### src/rtl/arith_cipher_engine.sv
// arith_cipher_engine: iterative add-rotate-xor block cipher.
// One DATA_W-bit word is encrypted or decrypted with a DATA_W-bit key over
// ROUNDS rounds, one round per clock, behind a start/busy/done handshake.
// The key lives in its own register, loaded in IDLE via key_load.

module arith_cipher_engine #(
  parameter int DATA_W = 16,
  parameter int ROUNDS = 4,
  parameter int ROT    = 3
) (
  input  logic              clk,
  input  logic              rst_n,
  input  logic              key_load,
  input  logic [DATA_W-1:0] key_in,
  input  logic              start,
  input  logic              mode,
  input  logic [DATA_W-1:0] data_in,
  output logic              key_valid,
  output logic              busy,
  output logic              done,
  output logic [DATA_W-1:0] data_out
);

  // Counter wide enough for the largest legal round count (15).
  localparam int CNT_W = 4;

  typedef enum logic [0:0] {
    ST_IDLE = 1'b0,
    ST_RUN  = 1'b1
  } state_e;

  state_e            state_q, state_d;
  logic [DATA_W-1:0] key_q, key_d;
  logic [DATA_W-1:0] work_q, work_d;
  logic [DATA_W-1:0] data_out_q, data_out_d;
  logic [CNT_W-1:0]  cnt_q, cnt_d;
  logic              key_valid_q, key_valid_d;
  logic              busy_q, busy_d;
  logic              done_q, done_d;
  logic              mode_q, mode_d;

  logic [DATA_W-1:0] rkey_s;
  logic [DATA_W-1:0] round_s;
  logic              last_s;

  // Left rotate by a run-time amount in 0..DATA_W-1 via a doubled word.
  function automatic logic [DATA_W-1:0] rotl(input logic [DATA_W-1:0] x, input int amt);
    logic [2*DATA_W-1:0] dbl;
    dbl = {x, x} << amt;
    return dbl[2*DATA_W-1:DATA_W];
  endfunction

  // Round key for the current counter value, plus the per-round datapath in either direction.
  always_comb begin
    rkey_s = rotl(key_q, int'(cnt_q) % DATA_W) ^ DATA_W'(cnt_q);
    if (mode_q) begin
      // Decrypt undoes the encrypt steps in reverse: xor, rotate right, subtract.
      round_s = rotl(work_q ^ rkey_s, DATA_W - ROT) - rkey_s;
      last_s  = (cnt_q == {CNT_W{1'b0}});
    end else begin
      round_s = rotl(work_q + rkey_s, ROT) ^ rkey_s;
      last_s  = (cnt_q == CNT_W'(ROUNDS - 1));
    end
  end

  // Next-state logic for the IDLE/RUN controller and all datapath registers.
  always_comb begin
    state_d     = state_q;
    key_d       = key_q;
    work_d      = work_q;
    data_out_d  = data_out_q;
    cnt_d       = cnt_q;
    key_valid_d = key_valid_q;
    busy_d      = busy_q;
    done_d      = 1'b0;
    mode_d      = mode_q;
    case (state_q)
      ST_IDLE: begin
        if (key_load) begin
          // A key load wins over a start in the same cycle.
          key_d       = key_in;
          key_valid_d = 1'b1;
        end else if (start && key_valid_q) begin
          work_d  = data_in;
          mode_d  = mode;
          cnt_d   = mode ? CNT_W'(ROUNDS - 1) : {CNT_W{1'b0}};
          busy_d  = 1'b1;
          state_d = ST_RUN;
        end else begin
          state_d = ST_IDLE;
        end
      end
      ST_RUN: begin
        // start and key_load are deliberately not looked at here.
        work_d = round_s;
        if (last_s) begin
          data_out_d = round_s;
          done_d     = 1'b1;
          busy_d     = 1'b0;
          cnt_d      = {CNT_W{1'b0}};
          state_d    = ST_IDLE;
        end else if (mode_q) begin
          cnt_d = cnt_q - 4'd1;
        end else begin
          cnt_d = cnt_q + 4'd1;
        end
      end
      default: begin
        state_d = ST_IDLE;
        busy_d  = 1'b0;
        cnt_d   = {CNT_W{1'b0}};
      end
    endcase
  end

  // State and datapath registers; reset clears everything including the key.
  always_ff @(posedge clk or negedge rst_n) begin
    if (!rst_n) begin
      state_q     <= ST_IDLE;
      key_q       <= {DATA_W{1'b0}};
      work_q      <= {DATA_W{1'b0}};
      data_out_q  <= {DATA_W{1'b0}};
      cnt_q       <= {CNT_W{1'b0}};
      key_valid_q <= 1'b0;
      busy_q      <= 1'b0;
      done_q      <= 1'b0;
      mode_q      <= 1'b0;
    end else begin
      state_q     <= state_d;
      key_q       <= key_d;
      work_q      <= work_d;
      data_out_q  <= data_out_d;
      cnt_q       <= cnt_d;
      key_valid_q <= key_valid_d;
      busy_q      <= busy_d;
      done_q      <= done_d;
      mode_q      <= mode_d;
    end
  end

  assign key_valid = key_valid_q;
  assign busy      = busy_q;
  assign done      = done_q;
  assign data_out  = data_out_q;

endmodule

### config.mk
export PLATFORM = sky130hd
export DESIGN_NAME = arith_cipher_engine
export DESIGN_NICKNAME = d
export VERILOG_FILES = /design/src/rtl/arith_cipher_engine.sv
export SDC_FILE = /design/constraint.sdc
export NUM_CORES = 1
export LEC_CHECK = 0
export CORE_MARGIN = 1
export CORE_UTILIZATION = 51
export CTS_BUF_LIST = sky130_fd_sc_hd__clkbuf_8
export DETAILED_ROUTE_END_ITERATION = 8
export PLACE_DENSITY = 0.73
export SETUP_SLACK_MARGIN = 0.2
export SYNTH_ARGS = -nofsm -noshare
export SYNTH_HDL_FRONTEND = slang
export SYNTH_SLANG_ARGS = --single-unit
### constraint.sdc
create_clock -name clk -period 7.6 [get_ports clk]
set_input_delay 0.76 -clock clk [delete_from_list [all_inputs] [get_ports clk]]
set_output_delay 0.76 -clock clk [all_outputs]
set_load 0.01 [all_outputs]
# Word level (Yosys, flattened, before mapping)
# Index checks and enable logic that the tools add are counted.
# totals
ff_bits,57
latchBits,0
ram_bits,0
romBits,0
inputBits,37
output_inout_bits,19
wordCells,51
mem_count,0
# op_classes
n_addsub,4
n_mul,0
div_mod_pow,0
magnitude_cmp,0
eq_ne,4
shifts,1
mux,21
bitwise,5
reduce_logical,7
# ops
operator,n
16-bit 2-to-1 mux,3
16-bit one-hot mux with 2 select lines,1
32-bit by 4-bit << shifter with 32-bit output,1
16-bit XOR,2
16-bit adder,1
4-bit 2-to-1 mux,4
16-bit subtractor,1
16-bit by 4-bit XOR with 16-bit output,1
1-bit 2-to-1 mux,9
4-bit one-hot mux with 2 select lines,1
2-bit AND reduction,3
3-bit AND reduction,2
4-bit by 1-bit adder with 4-bit output (second input constant),1
4-bit by 2-bit equality test with 1-bit output (second input constant),1
4-bit logical NOT,1
2-bit inequality test (second input constant),2
1-bit one-hot mux with 2 select lines,2
4-bit by 1-bit subtractor with 4-bit output (second input constant),1
2-bit 2-to-1 mux,1
2-bit by 1-bit inequality test with 1-bit output (second input constant),1
1-bit inverter,2
1-bit logical AND,1

# Logic depth before layout (Yosys ltp)
# depth
word_depth,6
ltp_mapped,20
mapped_depth_nobuf,17

# Worst setup path after synthesis
# No wires, ideal clock.
# synth_path
path_type,flip-flop to flip-flop
startpoint,register cnt_q[0]
endpoint,register work_q[12]
setup_ns,0.137
t_arrival_ns,4.343
required_time_ns,7.463
setup_slack_ns,3.120
stages_incl_launch_ff,18
n_path_buf,2
synth_period_minus_slack_ns,4.480
cell_sequence,dfrtp_1 buf_6 buf_12 mux4_2 mux4_2 ha_1 inv_1 a311oi_2 nor2_1 ha_1 or2_2 o32ai_1 a2111oi_4 o21bai_2 a31oi_1 or3_1 a31oi_1 a21oi_1
# synth_via
elab_chain_cells,6
word_cells_on_any_way,8
cone_classes,add/sub: 2; shift: 1; mux: 2; bitwise: 3
# synth_rtl
item,line_no,source
from (decl),36,"logic [CNT_W-1:0] cnt_q, cnt_d;"
from (signal assigned),123,cnt_q <= {CNT_W{1'b0}};
from (signal assigned),133,cnt_q <= cnt_d;
32-bit by 4-bit << shifter with 32-bit output,49,"dbl = {x, x} << amt;"
16-bit by 4-bit XOR with 16-bit output (*),55,"rkey_s = rotl(key_q, int'(cnt_q) % DATA_W) ^ DATA_W'(cnt_q);"
16-bit adder / 16-bit XOR (equally long branches),"61, 58",
16-bit XOR / 16-bit subtractor (equally long branches),"61, 58",
16-bit 2-to-1 mux (*),56,if (mode_q) begin
16-bit one-hot mux with 2 select lines (*),77,case (state_q)
to (signal assigned),121,work_q <= {DATA_W{1'b0}};
to (signal assigned),131,work_q <= work_d;
to (decl),34,"logic [DATA_W-1:0] work_q, work_d;"
# Every way passes the cells marked *; elsewhere a longest branch is shown, timed or not.
# A chain may end at the register's enable or synchronous reset.

# Worst setup path after layout
# layout_path
startpoint,register cnt_q[2]
endpoint,register work_q[12]
# The elaborated chain is that of the path after synthesis.

==> run_summary.xml <==
<?xml version="1.0" encoding="UTF-8"?>
<metrics>
  <group name="sta">
    <metric name="finalHoldViolations" unit="">0</metric>
    <metric name="report.final.slew_viol_count" unit="">0</metric>
    <metric name="totalNegativeSetupSlack" unit="ps">0</metric>
    <metric name="final_period_minus_worst_setup_slack" unit="ps">5280</metric>
    <metric name="setup_repair_after_global_routing_missed_its_margin" unit="">no</metric>
    <metric name="fmax" unit="MHz">190</metric>
    <metric name="maxSlewHeadroom" unit="">0.0966</metric>
    <metric name="timing.final.setup_violations" unit="">0</metric>
    <metric name="layout_worst_path_cycle_share" unit="">0.694</metric>
    <metric name="timing_worst_slew_pin_value" unit="ps">1350</metric>
    <metric name="finalClockSkew" unit="ps">23.3</metric>
  </group>
  <group name="drt">
    <metric name="drt_wl_total" unit="mm">14.9</metric>
    <metric name="antenna_violating_nets_post_route" unit="">0</metric>
    <metric name="detailroute.wirelength.met2" unit="mm">7.41</metric>
    <metric name="top_layer_used" unit="">met4</metric>
    <metric name="vias" unit="">4729</metric>
    <metric name="drt_pass1_iterations" unit="">5</metric>
    <metric name="routed-wl-met3" unit="um">811</metric>
    <metric name="wl_met1" unit="mm">6.32</metric>
    <metric name="drcViolationCount" unit="">0</metric>
    <metric name="vias_per_cell" unit="">6.13</metric>
    <metric name="detailedRoute.firstIterationViolations" unit="">268</metric>
    <metric name="post_drt_wl_per_cell" unit="um">19.3</metric>
  </group>
  <group name="global_routing">
    <metric name="grt_start_max_net_pins" unit="">58</metric>
    <metric name="globalRouteOverflowTotal" unit="">0</metric>
    <metric name="grt_antenna_before_repair" unit="">0</metric>
    <metric name="grt_pass1_wl" unit="mm">23.9</metric>
    <metric name="global_route.usage.total" unit="">0.281</metric>
    <metric name="number_of_global_route_vias_before_repair" unit="">4614</metric>
  </group>
  <group name="clock_tree">
    <metric name="tritoncts.num_buffers" unit="">9</metric>
    <metric name="clk_root_buffer_cell" unit="">sky130_fd_sc_hd__clkbuf_8</metric>
    <metric name="clock_tree.htree_level_count" unit="">3</metric>
    <metric name="cts_max_path_buffers" unit="">2</metric>
    <metric name="cts.clk_slew.worst_paths" unit="ps">80</metric>
    <metric name="cts_setup_buffers" unit="">0</metric>
    <metric name="ctsHoldBuffers" unit="">0</metric>
    <metric name="post_cts.resized_instances" unit="">0</metric>
    <metric name="tritoncts" unit="">yes</metric>
    <metric name="clock_latency" unit="ps">360</metric>
    <metric name="cts.sinks" unit="">57</metric>
  </group>
  <group name="setup_path">
    <metric name="worstPathRequired" unit="ps">7810</metric>
    <metric name="start_kind" unit="">flip-flop</metric>
    <metric name="critPathMaxFanout" unit="">29</metric>
    <metric name="setup.reg_to_reg.worst_slack" unit="ps">2320</metric>
    <metric name="path_class" unit="">reg -&gt; reg</metric>
    <metric name="endpoint_kind" unit="">flip-flop</metric>
    <metric name="arrival" unit="ps">5480</metric>
  </group>
  <group name="floorplan">
    <metric name="initial_core_util" unit="">0.535</metric>
    <metric name="design.core.area" unit="um2">9950</metric>
    <metric name="die_width" unit="um">104</metric>
    <metric name="core.rowCount" unit="">36</metric>
    <metric name="ios" unit="">56</metric>
    <metric name="area_of_the_die" unit="um2">10800</metric>
    <metric name="chipHeight" unit="um">104</metric>
  </group>
  <group name="finish">
    <metric name="fillers" unit="">851</metric>
    <metric name="nets" unit="">700</metric>
    <metric name="final_common_cell" unit="">sky130_fd_sc_hd__nand2_1</metric>
    <metric name="utilization" unit="">0.616</metric>
    <metric name="n_antenna_cell" unit="">0</metric>
    <metric name="mostFrequentLayoutCells" unit="">sky130_fd_sc_hd__nand2_1, sky130_fd_sc_hd__dfrtp_1, sky130_fd_sc_hd__clkdlybuf4s50_1, sky130_fd_sc_hd__a21oi_1, sky130_fd_sc_hd__nor2_1</metric>
    <metric name="design_area" unit="um2">6130</metric>
    <metric name="drive_gt1_frac" unit="">0.135</metric>
    <metric name="stdcell_count" unit="">772</metric>
    <metric name="synthToLayoutAreaGrowth" unit="%">15.2</metric>
  </group>
  <group name="placement">
    <metric name="dpl-instance-area" unit="um2">5930</metric>
    <metric name="finalWeightedCongestion" unit="">1.01</metric>
    <metric name="hpwl" unit="mm">11.4</metric>
    <metric name="post-place-cells" unit="">756</metric>
    <metric name="io_buffer_count" unit="">55</metric>
  </group>
  <group name="run_status">
    <metric name="run_status" unit="">finished, final reports clean</metric>
  </group>
  <group name="yosys">
    <metric name="fraction_of_the_yosys_area_taken_by_sequential_cells" unit="">0.268</metric>
    <metric name="yosys_register_bits" unit="">57</metric>
    <metric name="yosysWarningCount" unit="">0</metric>
    <metric name="synthesis.area_per_instance" unit="um2">8.96</metric>
    <metric name="synth.net_count" unit="">660</metric>
    <metric name="ys_dominant_reg_cell" unit="">sky130_fd_sc_hd__dfrtp_1</metric>
    <metric name="number_of_standard_cells_after_synthesis" unit="">594</metric>
    <metric name="synth.cell_area" unit="um2">5320</metric>
    <metric name="synth_cell_types" unit="">71</metric>
    <metric name="async_flop_share" unit="">1.00</metric>
    <metric name="edff_count_synth" unit="">0</metric>
  </group>
  <group name="hold_path">
    <metric name="min_path_type" unit="">reg -&gt; reg</metric>
  </group>
  <group name="flow_run">
    <metric name="timing.max_cap.violations" unit="">0</metric>
  </group>
</metrics>
-- logic make-up (layout without fill, tap and decap cells) --
family                     count (synthesis)  in the layout  synth area share
AOI/OAI and AO/OA                        157            157             0.201
xor gates and xnor gates                  45             45            0.0797
adders and majority gates                 29             29            0.0710
buffers and inverters                     64            109            0.0522
DFF                                       57             57             0.268
muxes                                     54             54             0.164
and+or+nand+nor                          188            188             0.165
-- routing by layer --
metal	global-route usage	vias to the layer above
met5	0	-
met4	0.0990	0
met3	0.0388	30
met2	0.479	196
met1	0.364	2279
li1	-	2224
-- worst max-delay path, stage by stage (launching register included) --
cell and delay (ps):
sky130_fd_sc_hd__dfrtp_1 1010, sky130_fd_sc_hd__mux4_2 640, sky130_fd_sc_hd__mux4_2 580, sky130_fd_sc_hd__ha_1 380, sky130_fd_sc_hd__inv_1 110, sky130_fd_sc_hd__a311oi_2 430
sky130_fd_sc_hd__nor2_1 100, sky130_fd_sc_hd__ha_1 250, sky130_fd_sc_hd__or2_2 300, sky130_fd_sc_hd__o32ai_1 300, sky130_fd_sc_hd__a2111oi_4 70, sky130_fd_sc_hd__o21bai_2 160
sky130_fd_sc_hd__a31oi_1 150, sky130_fd_sc_hd__or3_1 330, sky130_fd_sc_hd__a31oi_1 220, sky130_fd_sc_hd__a21oi_1 100
-- sequential cells by signal, summed over array words and instances (netlist names) --
signal and count:
busy 1, cnt_q 4, data_out 16, done 1, key_q 16, key_valid 1
mode_q 1, state_q 1, work_q 16
-- through the flow --
stage | setup slack [ps] | hold WS (ps)
6_report | 2320 | 488
5_1_grt | 2010 | 515
4_1_cts | 2370 | 491
3_5_place_dp | 2360 | 472
3_3_place_gp | 2440 | 463
2_1_floorplan | 3120 | 464
-- final timing paths --
kind                                          from  cells after the start                  endpoint
max reg2reg                   cnt_q[2]$_DFFE_PN0P_                     15    work_q[12]$_DFFE_PN0P_
min                        data_out[4]$_DFFE_PN0P_                      2   data_out[4]$_DFFE_PN0P_
max                           cnt_q[2]$_DFFE_PN0P_                     15    work_q[12]$_DFFE_PN0P_
min in group asynchronous                    rst_n                      2  data_out[12]$_DFFE_PN0P_
max in group asynchronous                    rst_n                      2      cnt_q[2]$_DFFE_PN0P_
min reg2reg                data_out[4]$_DFFE_PN0P_                      2   data_out[4]$_DFFE_PN0P_
-- synthesized netlist by cell type, drive strengths merged (2+ instances only) --
| cell type | n | share of area |
|---|---|---|
| nor3 | 10 | 0.010 |
| xor2 | 12 | 0.020 |
| a311oi | 2 | 0.0045 |
| nor2b | 5 | 0.0059 |
| nand2 | 80 | 0.056 |
| mux2i | 12 | 0.023 |
| xnor2 | 33 | 0.060 |
| o31ai | 9 | 0.015 |
| o22ai | 7 | 0.0082 |
| a31oi | 8 | 0.013 |
| o21a | 2 | 0.0028 |
| o21bai | 3 | 0.0049 |
| a211oi | 13 | 0.019 |
| o31a | 3 | 0.0049 |
| o21ai | 42 | 0.040 |
| o211ai | 2 | 0.0028 |
| nand3 | 14 | 0.013 |
| clkbuf | 20 | 0.014 |
| nor2 | 35 | 0.025 |
| a21boi | 2 | 0.0028 |
| buf | 13 | 0.016 |
| mux2 | 19 | 0.040 |
| or3 | 3 | 0.0035 |
| nor4 | 2 | 0.0035 |
| clkinv | 2 | 0.0014 |
| or2 | 7 | 0.0082 |
| and3 | 7 | 0.0082 |
| mux4 | 23 | 0.10 |
| dfrtp | 57 | 0.27 |
| ha | 27 | 0.063 |
| inv | 29 | 0.020 |
| o2111ai | 2 | 0.0033 |
| a21o | 6 | 0.0085 |
| nand2b | 7 | 0.0082 |
| fa | 2 | 0.0075 |
| a21oi | 44 | 0.043 |
| and2 | 14 | 0.016 |
| a2111oi | 3 | 0.0096 |
-- layout make-up --
| class | instances | area, um2 | area share |
|---|---|---|---|
| multi-input cells | 473 | 3620 | 0.590 |
| flip-flops and latches | 57 | 1430 | 0.233 |
| repair buffers | 62 | 598 | 0.0976 |
| well taps | 133 | 166 | 0.0271 |
| clock buffers | 9 | 124 | 0.0202 |
| inverters | 31 | 116 | 0.0190 |
| clock inverters | 7 | 80.1 | 0.0131 |
Power is left out: the tool's default activity adds up to more than one toggle a clock period on the data nets, which glitch-free logic cannot reach.
